`src/rtl/apb_led_sw_pkg.sv`:
```
// Shared register map, decode width and identification constants for the
// APB LED/switch controller.
package apb_led_sw_pkg;

  localparam int ADDR_W = 16;

  localparam logic [ADDR_W-1:0] OFS_LED_EN    = 16'h0000;
  localparam logic [ADDR_W-1:0] OFS_PRESC     = 16'h0004;
  localparam logic [ADDR_W-1:0] OFS_SW_STATE  = 16'h0008;
  localparam logic [ADDR_W-1:0] OFS_IRQ_EN    = 16'h000C;
  localparam logic [ADDR_W-1:0] OFS_PEND      = 16'h0010;
  localparam logic [ADDR_W-1:0] OFS_DB_TH     = 16'h0014;
  localparam logic [ADDR_W-1:0] OFS_INFO      = 16'h0018;
  localparam logic [ADDR_W-1:0] OFS_DUTY_BASE = 16'h0040;

  localparam logic [7:0] INFO_VERSION = 8'h01;

  typedef enum logic [3:0] {
    REG_NONE,
    REG_LED_EN,
    REG_PRESC,
    REG_SW_STATE,
    REG_IRQ_EN,
    REG_PEND,
    REG_DB_TH,
    REG_INFO,
    REG_DUTY
  } reg_sel_e;

  function automatic logic [31:0] info_word(input int nsw, input int nled, input int pwmb);
    return {INFO_VERSION, 8'(nsw), 8'(nled), 8'(pwmb)};
  endfunction

endpackage

```
`src/rtl/apb_led_sw_ctrl_sw_debounce.sv`:
```
// One switch channel: two-flop synchroniser followed by a threshold debouncer
// that emits a single-cycle pulse whenever the debounced value flips.
module sw_debounce #(
  parameter int DB_BITS = 16
) (
  input  logic               clk_i,
  input  logic               rst_i,
  input  logic               sw_i,
  input  logic [DB_BITS-1:0] db_th_i,
  output logic               stable_o,
  output logic               change_o
);

  logic               sync1_q, sync2_q;
  logic               stable_q, stable_d;
  logic [DB_BITS-1:0] cnt_q, cnt_d;

  always_comb begin
    stable_d = stable_q;
    cnt_d    = cnt_q;
    change_o = 1'b0;
    if (sync2_q == stable_q) begin
      cnt_d = '0;
    end else if (cnt_q >= db_th_i) begin
      stable_d = sync2_q;
      cnt_d    = '0;
      change_o = 1'b1;
    end else if (cnt_q != '1) begin
      cnt_d = cnt_q + DB_BITS'(1);
    end
  end

  always_ff @(posedge clk_i or posedge rst_i) begin
    if (rst_i) begin
      sync1_q  <= 1'b0;
      sync2_q  <= 1'b0;
      stable_q <= 1'b0;
      cnt_q    <= '0;
    end else begin
      sync1_q  <= sw_i;
      sync2_q  <= sync1_q;
      stable_q <= stable_d;
      cnt_q    <= cnt_d;
    end
  end

  assign stable_o = stable_q;

endmodule

```
`src/rtl/apb_led_sw_ctrl.sv`:
```
// APB3 peripheral driving PWM-dimmed LEDs and sampling debounced switches
// with a maskable change interrupt. Zero wait states, combinational read mux.
module apb_led_sw_ctrl
  import apb_led_sw_pkg::*;
#(
  parameter int NUM_LED  = 8,
  parameter int NUM_SW   = 4,
  parameter int PWM_BITS = 8,
  parameter int DB_BITS  = 16
) (
  input  logic                io_systemClk,
  input  logic                io_systemReset,
  input  logic [ADDR_W-1:0]   io_apbSlave_PADDR,
  input  logic                io_apbSlave_PSEL,
  input  logic                io_apbSlave_PENABLE,
  input  logic                io_apbSlave_PWRITE,
  input  logic [31:0]         io_apbSlave_PWDATA,
  output logic [31:0]         io_apbSlave_PRDATA,
  output logic                io_apbSlave_PREADY,
  output logic                io_apbSlave_PSLVERROR,
  output logic [NUM_LED-1:0]  o_led,
  input  logic [NUM_SW-1:0]   i_sw,
  output logic                o_irq
);

  reg_sel_e            sel;
  logic [3:0]          duty_idx;
  logic                apb_wr;

  logic [NUM_LED-1:0]  led_en_q, led_en_d;
  logic [15:0]         presc_q, presc_d;
  logic [NUM_SW-1:0]   irq_en_q, irq_en_d;
  logic [NUM_SW-1:0]   pend_q, pend_d;
  logic [DB_BITS-1:0]  db_th_q, db_th_d;
  logic [PWM_BITS-1:0] duty_q [NUM_LED];
  logic [PWM_BITS-1:0] duty_d [NUM_LED];

  logic [15:0]         pre_cnt_q, pre_cnt_d;
  logic [PWM_BITS-1:0] pwm_cnt_q, pwm_cnt_d;
  logic                tick;
  logic [NUM_LED-1:0]  led_q, led_d;
  logic                irq_q, irq_d;

  logic [NUM_SW-1:0]   sw_stable, sw_change;
  logic                unused_pwdata;

  assign duty_idx = io_apbSlave_PADDR[5:2];

  // DUTY window is 0x40..0x7C; slots beyond NUM_LED stay unmapped.
  always_comb begin
    sel = REG_NONE;
    case (io_apbSlave_PADDR)
      OFS_LED_EN:   sel = REG_LED_EN;
      OFS_PRESC:    sel = REG_PRESC;
      OFS_SW_STATE: sel = REG_SW_STATE;
      OFS_IRQ_EN:   sel = REG_IRQ_EN;
      OFS_PEND:     sel = REG_PEND;
      OFS_DB_TH:    sel = REG_DB_TH;
      OFS_INFO:     sel = REG_INFO;
      default: begin
        if (io_apbSlave_PADDR[ADDR_W-1:6] == OFS_DUTY_BASE[ADDR_W-1:6] &&
            io_apbSlave_PADDR[1:0] == 2'b00 && int'(duty_idx) < NUM_LED)
          sel = REG_DUTY;
      end
    endcase
  end

  assign apb_wr                = io_apbSlave_PSEL & io_apbSlave_PENABLE & io_apbSlave_PWRITE;
  assign io_apbSlave_PREADY    = 1'b1;
  assign io_apbSlave_PSLVERROR = io_apbSlave_PSEL & io_apbSlave_PENABLE & (sel == REG_NONE);
  assign unused_pwdata         = ^io_apbSlave_PWDATA;

  always_comb begin
    io_apbSlave_PRDATA = '0;
    if (io_apbSlave_PSEL) begin
      case (sel)
        REG_LED_EN:   io_apbSlave_PRDATA[NUM_LED-1:0] = led_en_q;
        REG_PRESC:    io_apbSlave_PRDATA[15:0]        = presc_q;
        REG_SW_STATE: io_apbSlave_PRDATA[NUM_SW-1:0]  = sw_stable;
        REG_IRQ_EN:   io_apbSlave_PRDATA[NUM_SW-1:0]  = irq_en_q;
        REG_PEND:     io_apbSlave_PRDATA[NUM_SW-1:0]  = pend_q;
        REG_DB_TH:    io_apbSlave_PRDATA[DB_BITS-1:0] = db_th_q;
        REG_INFO:     io_apbSlave_PRDATA = info_word(NUM_SW, NUM_LED, PWM_BITS);
        REG_DUTY: begin
          for (int n = 0; n < NUM_LED; n++)
            if (duty_idx == 4'(n)) io_apbSlave_PRDATA[PWM_BITS-1:0] = duty_q[n];
        end
        default: ;
      endcase
    end
  end

  // A new debounced change is OR-ed in after the W1C so set wins a collision.
  always_comb begin
    led_en_d = led_en_q;
    presc_d  = presc_q;
    irq_en_d = irq_en_q;
    pend_d   = pend_q;
    db_th_d  = db_th_q;
    duty_d   = duty_q;
    if (apb_wr) begin
      case (sel)
        REG_LED_EN: led_en_d = io_apbSlave_PWDATA[NUM_LED-1:0];
        REG_PRESC:  presc_d  = io_apbSlave_PWDATA[15:0];
        REG_IRQ_EN: irq_en_d = io_apbSlave_PWDATA[NUM_SW-1:0];
        REG_PEND:   pend_d   = pend_q & ~io_apbSlave_PWDATA[NUM_SW-1:0];
        REG_DB_TH:  db_th_d  = io_apbSlave_PWDATA[DB_BITS-1:0];
        REG_DUTY: begin
          for (int n = 0; n < NUM_LED; n++)
            if (duty_idx == 4'(n)) duty_d[n] = io_apbSlave_PWDATA[PWM_BITS-1:0];
        end
        default: ;
      endcase
    end
    pend_d = pend_d | sw_change;
  end

  assign tick = (pre_cnt_q == presc_q);

  always_comb begin
    if ((apb_wr && sel == REG_PRESC) || tick) pre_cnt_d = '0;
    else                                      pre_cnt_d = pre_cnt_q + 16'd1;
    pwm_cnt_d = tick ? pwm_cnt_q + PWM_BITS'(1) : pwm_cnt_q;
    led_d = '0;
    for (int n = 0; n < NUM_LED; n++)
      led_d[n] = led_en_q[n] & ((duty_q[n] == '1) | (pwm_cnt_q < duty_q[n]));
    irq_d = |(pend_q & irq_en_q);
  end

  always_ff @(posedge io_systemClk or posedge io_systemReset) begin
    if (io_systemReset) begin
      led_en_q  <= '0;
      presc_q   <= '0;
      irq_en_q  <= '0;
      pend_q    <= '0;
      db_th_q   <= '1;
      for (int n = 0; n < NUM_LED; n++) duty_q[n] <= '1;
      pre_cnt_q <= '0;
      pwm_cnt_q <= '0;
      led_q     <= '0;
      irq_q     <= 1'b0;
    end else begin
      led_en_q  <= led_en_d;
      presc_q   <= presc_d;
      irq_en_q  <= irq_en_d;
      pend_q    <= pend_d;
      db_th_q   <= db_th_d;
      duty_q    <= duty_d;
      pre_cnt_q <= pre_cnt_d;
      pwm_cnt_q <= pwm_cnt_d;
      led_q     <= led_d;
      irq_q     <= irq_d;
    end
  end

  assign o_led = led_q;
  assign o_irq = irq_q;

  for (genvar g = 0; g < NUM_SW; g++) begin : g_sw
    sw_debounce #(.DB_BITS(DB_BITS)) u_db (
      .clk_i    (io_systemClk),
      .rst_i    (io_systemReset),
      .sw_i     (i_sw[g]),
      .db_th_i  (db_th_q),
      .stable_o (sw_stable[g]),
      .change_o (sw_change[g])
    );
  end

endmodule

```
`config.mk`:
```
export PLATFORM = sky130hd
export DESIGN_NAME = apb_led_sw_ctrl
export DESIGN_NICKNAME = d
export VERILOG_FILES = /design/src/rtl/apb_led_sw_pkg.sv /design/src/rtl/apb_led_sw_ctrl_sw_debounce.sv /design/src/rtl/apb_led_sw_ctrl.sv
export SDC_FILE = /design/constraint.sdc
export NUM_CORES = 1
export LEC_CHECK = 0
export BUFFER_PORTS_ARGS = -buffer_cell sky130_fd_sc_hd__buf_2
export CAP_MARGIN = 20
export CORE_UTILIZATION = 55
export CTS_CLUSTER_SIZE = 12
export DETAILED_ROUTE_END_ITERATION = 7
export PLACE_DENSITY = 0.84
export SKIP_CTS_REPAIR_TIMING = 1
export SKIP_LAST_GASP = 1
export SLEW_MARGIN = 20
export SYNTH_ARGS = -nofsm -noshare
export SYNTH_HDL_FRONTEND = slang
export SYNTH_SLANG_ARGS = --single-unit
```
`constraint.sdc`:
```
create_clock -name io_systemClk -period 17.77 [get_ports io_systemClk]
set_input_delay 5.331 -clock io_systemClk [delete_from_list [all_inputs] [get_ports io_systemClk]]
set_output_delay 5.331 -clock io_systemClk [all_outputs]
set_load 0.02 [all_outputs]
```
==> results.md <==
- Top area cells in the synthesized netlist: sky130_fd_sc_hd__dfrtp_1 25%, sky130_fd_sc_hd__dfstp_2 15%, sky130_fd_sc_hd__ha_1 11%, sky130_fd_sc_hd__mux2_2 7.9%, sky130_fd_sc_hd__xor2_1 3.3%
- Core area: ~25,000 um2
- Clock Tree Root: sky130_fd_sc_hd__clkbuf_16
- Fmax: ~0.072 GHz
- Mapped Avg Cell Area: ~10 um2
- Register cell area after layout: 5630 um2
- Bufs on Longest Clock Path: 3
- Worst setup path class: primary input to output port
- H-Tree Depth: 1
- Clock insertion delay at the later pin of the skew report: roughly 0.54 ns
- Max-cap violations: 0
- Routed via count: 11,171
- Slew of the pin with the lowest slew margin: 1.12 ns
- Min Tclk post-route: between 10 and 15 ns
- Final cell utilization of the core: 62.1%
- HP Class: flip-flop to flip-flop
- Crit Path Max Fanout: 12
- Die area: around 26,000 um2
- Final ANT Viol Nets: 0
- Antenna violations before repair: 0
- Unrepaired setup endpoints after global routing: false
- Type of destination of the critical path: output port
- Run status: finished clean
- Average routed wire per standard cell: ~21 um
- Worst hold slack across all endpoints: approximately 0.35 ns
- Post-Place Cells: 1,720
- Share of synthesized registers carrying an async set or reset: between 90% and 100%
- Number of synthesized flops with an enable pin: 0
- Global placement routability congestion: slightly below 1
- DRT Wirelength: between 30 and 40 mm
- Post-synthesis register bit count: 221
- Starting density of the core: roughly 57%
- Sequential share of the synthesized area: 40.4%
- Most instantiated library cell after synthesis: sky130_fd_sc_hd__dfrtp_1
- Drt initial violations: between 1,000 and 1,500
- Top_reg_cell synth: sky130_fd_sc_hd__dfrtp_1
- Number of standard cells in the final layout excluding fillers: between 1,500 and 2,000
- Die Span Y: 161 um
- P_leak: between 6 and 7 nW
- Final non-filler cell area: approximately 15,000 um2
- Place WS: approximately 4.1 ns
- Setup ws final: 3.96 ns
- Number of inserted diodes: 0
- Post-synth cell types: 68
- Hold Fails Final Rpt: 0
- HPWL reported at the end of detailed placement: approximately 26 mm
- Cell area after placement: approximately 14,000 um2
- First-pass GRT wire length: between 50 and 60 mm
- Count of final setup violators: 0
- Synth area leader: sky130_fd_sc_hd__dfrtp_1
- Worst supply voltage drop on vdd: around 0.077 mV
- Overall routing resource usage: ~29%
- I/O pins: 100
- Share of the synthesized area in the top cell type: 25.3%
- Post-Synthesis Cell Area: roughly 14,000 um2
- Clock skew: ~0.013 ns
- Number of buffer cells added on primary ports: between 60 and 70
- Most instantiated cells after synthesis: 141 x sky130_fd_sc_hd__dfrtp_1, 126 x sky130_fd_sc_hd__ha_1, 98 x sky130_fd_sc_hd__mux2_2
- Vias/cell: between 6 and 7
- Signal arrival time at the worst endpoint: ~8.5 ns
- Fraction of the cycle the final worst path needs: about 78%
- Fin nets: between 1,500 and 2,000
- Data required time of the critical path: roughly 12 ns
- CTS tree: done
- Area of combinational cells with multiple inputs: 7720 um2
- P&R area growth vs syn: 9.43%
- Post-Synthesis Cells: 1,369
- Pre-antenna DRT Iters: 7
- Vias in the first global route: 10,974
- Final-report max-slew violation count: 0
- Number of sinks handled by clock tree synthesis: between 200 and 250
- Max-slew headroom at the worst pin: 25.1%
- Pin count of the biggest net entering global routing: 90
- Cell row count: 57
- Fraction of final layout cells sized beyond drive strength 1: between 20% and 30%
- Total gr overflow: 0
- Power Dens Cells: 82.8 nW/um2
- DR DRC count: 0
- Warnings, synthesis: 0
- Setup Total Neg Slack: 0 ns
- CTS clock-pin slew for the worst setup and hold paths: around 0.060 ns
- Die extent in x: between 150 and 200 um
- Filler cell count: approximately 1,900
- Cts bufs inserted: 24
- Final Total Pwr: between 1 and 1.5 mW
- Startpoint type of the worst setup path: primary input
final cells by class:
type	instances	area share (%)
Multi-Input combinational cell	1006	50.5
Sequential cell	221	36.9
Clock buffer	39	4.70
Tap cell	324	2.65
Timing Repair Buffer	74	2.52
Inverter	95	2.38
Clock inverter	5	0.328
logic make-up after synthesis:
kind of cell,share of synthesized area [%]
AND/OR/NAND/NOR,15.7
other,0.0538
multiplexers,11.6
adder cells (fa/ha/maj),11.3
flip-flops,40.4
buffers and inverters,4.75
XOR/XNOR,5.65
AO/OA/AOI/OAI,10.6
placed cells by master (no fill, tap or decap), drive strengths merged, types with 23 or more instances in the layout:
| master | count |
|---|---|
| dfrtp | 141 |
| ha | 126 |
| mux2 | 116 |
| inv | 95 |
| nor2 | 91 |
| dfstp | 80 |
| buf | 74 |
| a21oi | 71 |
| nand2 | 70 |
| nor3 | 67 |
| xor2 | 53 |
| nand3 | 48 |
| o21ai | 48 |
| clkbuf | 39 |
| xnor2 | 37 |
| nand4 | 33 |
| and3 | 23 |
per-layer routing:
layer	track usage, %	wire (um)	part of all wire [%]
met1	39.9	15600	43
met2	45.1	16800	46
met3	4.57	2690	7.4
met4	10.5	1160	3.2
met5	0	0	0
critical path, stage by stage:
cell	delay [ns]
sky130_fd_sc_hd__buf_2	0.09
sky130_fd_sc_hd__or4_1	0.66
sky130_fd_sc_hd__or4_1	0.68
sky130_fd_sc_hd__nor2_1	0.93
sky130_fd_sc_hd__a22oi_1	0.20
sky130_fd_sc_hd__a31oi_1	0.35
sky130_fd_sc_hd__buf_2	0.24
registers in the layout (all words and copies together), names as in the netlist, 8 cells and up:
register	count
g_sw.u_db.cnt_q	64
pwm_cnt_q	8
duty_q	64
pre_cnt_q	16
o_led	8
db_th_q	16
presc_q	16
led_en_q	8
final timing paths:
| path | start | end | slack (ns) | cells past startpoint |
|---|---|---|---|---|
| min | g_sw[3].u_db.sync1_q | g_sw[3].u_db.sync2_q | 0.35 | 0 |
| max in group asynchronous | io_systemReset | led_en_q[3] | 11.42 | 3 |
| max | io_apbSlave_PADDR[7] | io_apbSlave_PRDATA[7] | 3.96 | 7 |
| min reg2reg | g_sw[3].u_db.sync1_q | g_sw[3].u_db.sync2_q | 0.35 | 0 |
| min in group asynchronous | io_systemReset | o_led[2] | 4.87 | 2 |
| max reg2reg | db_th_q[5] | g_sw[0].u_db.stable_o | 15.08 | 8 |
power by group:
part | switching (mW) | internal (mW)
logic | 0.116 | 0.0924
clock network | 0.207 | 0.290
registers | 0.0456 | 0.514
(Power assumes the default switching activity.)
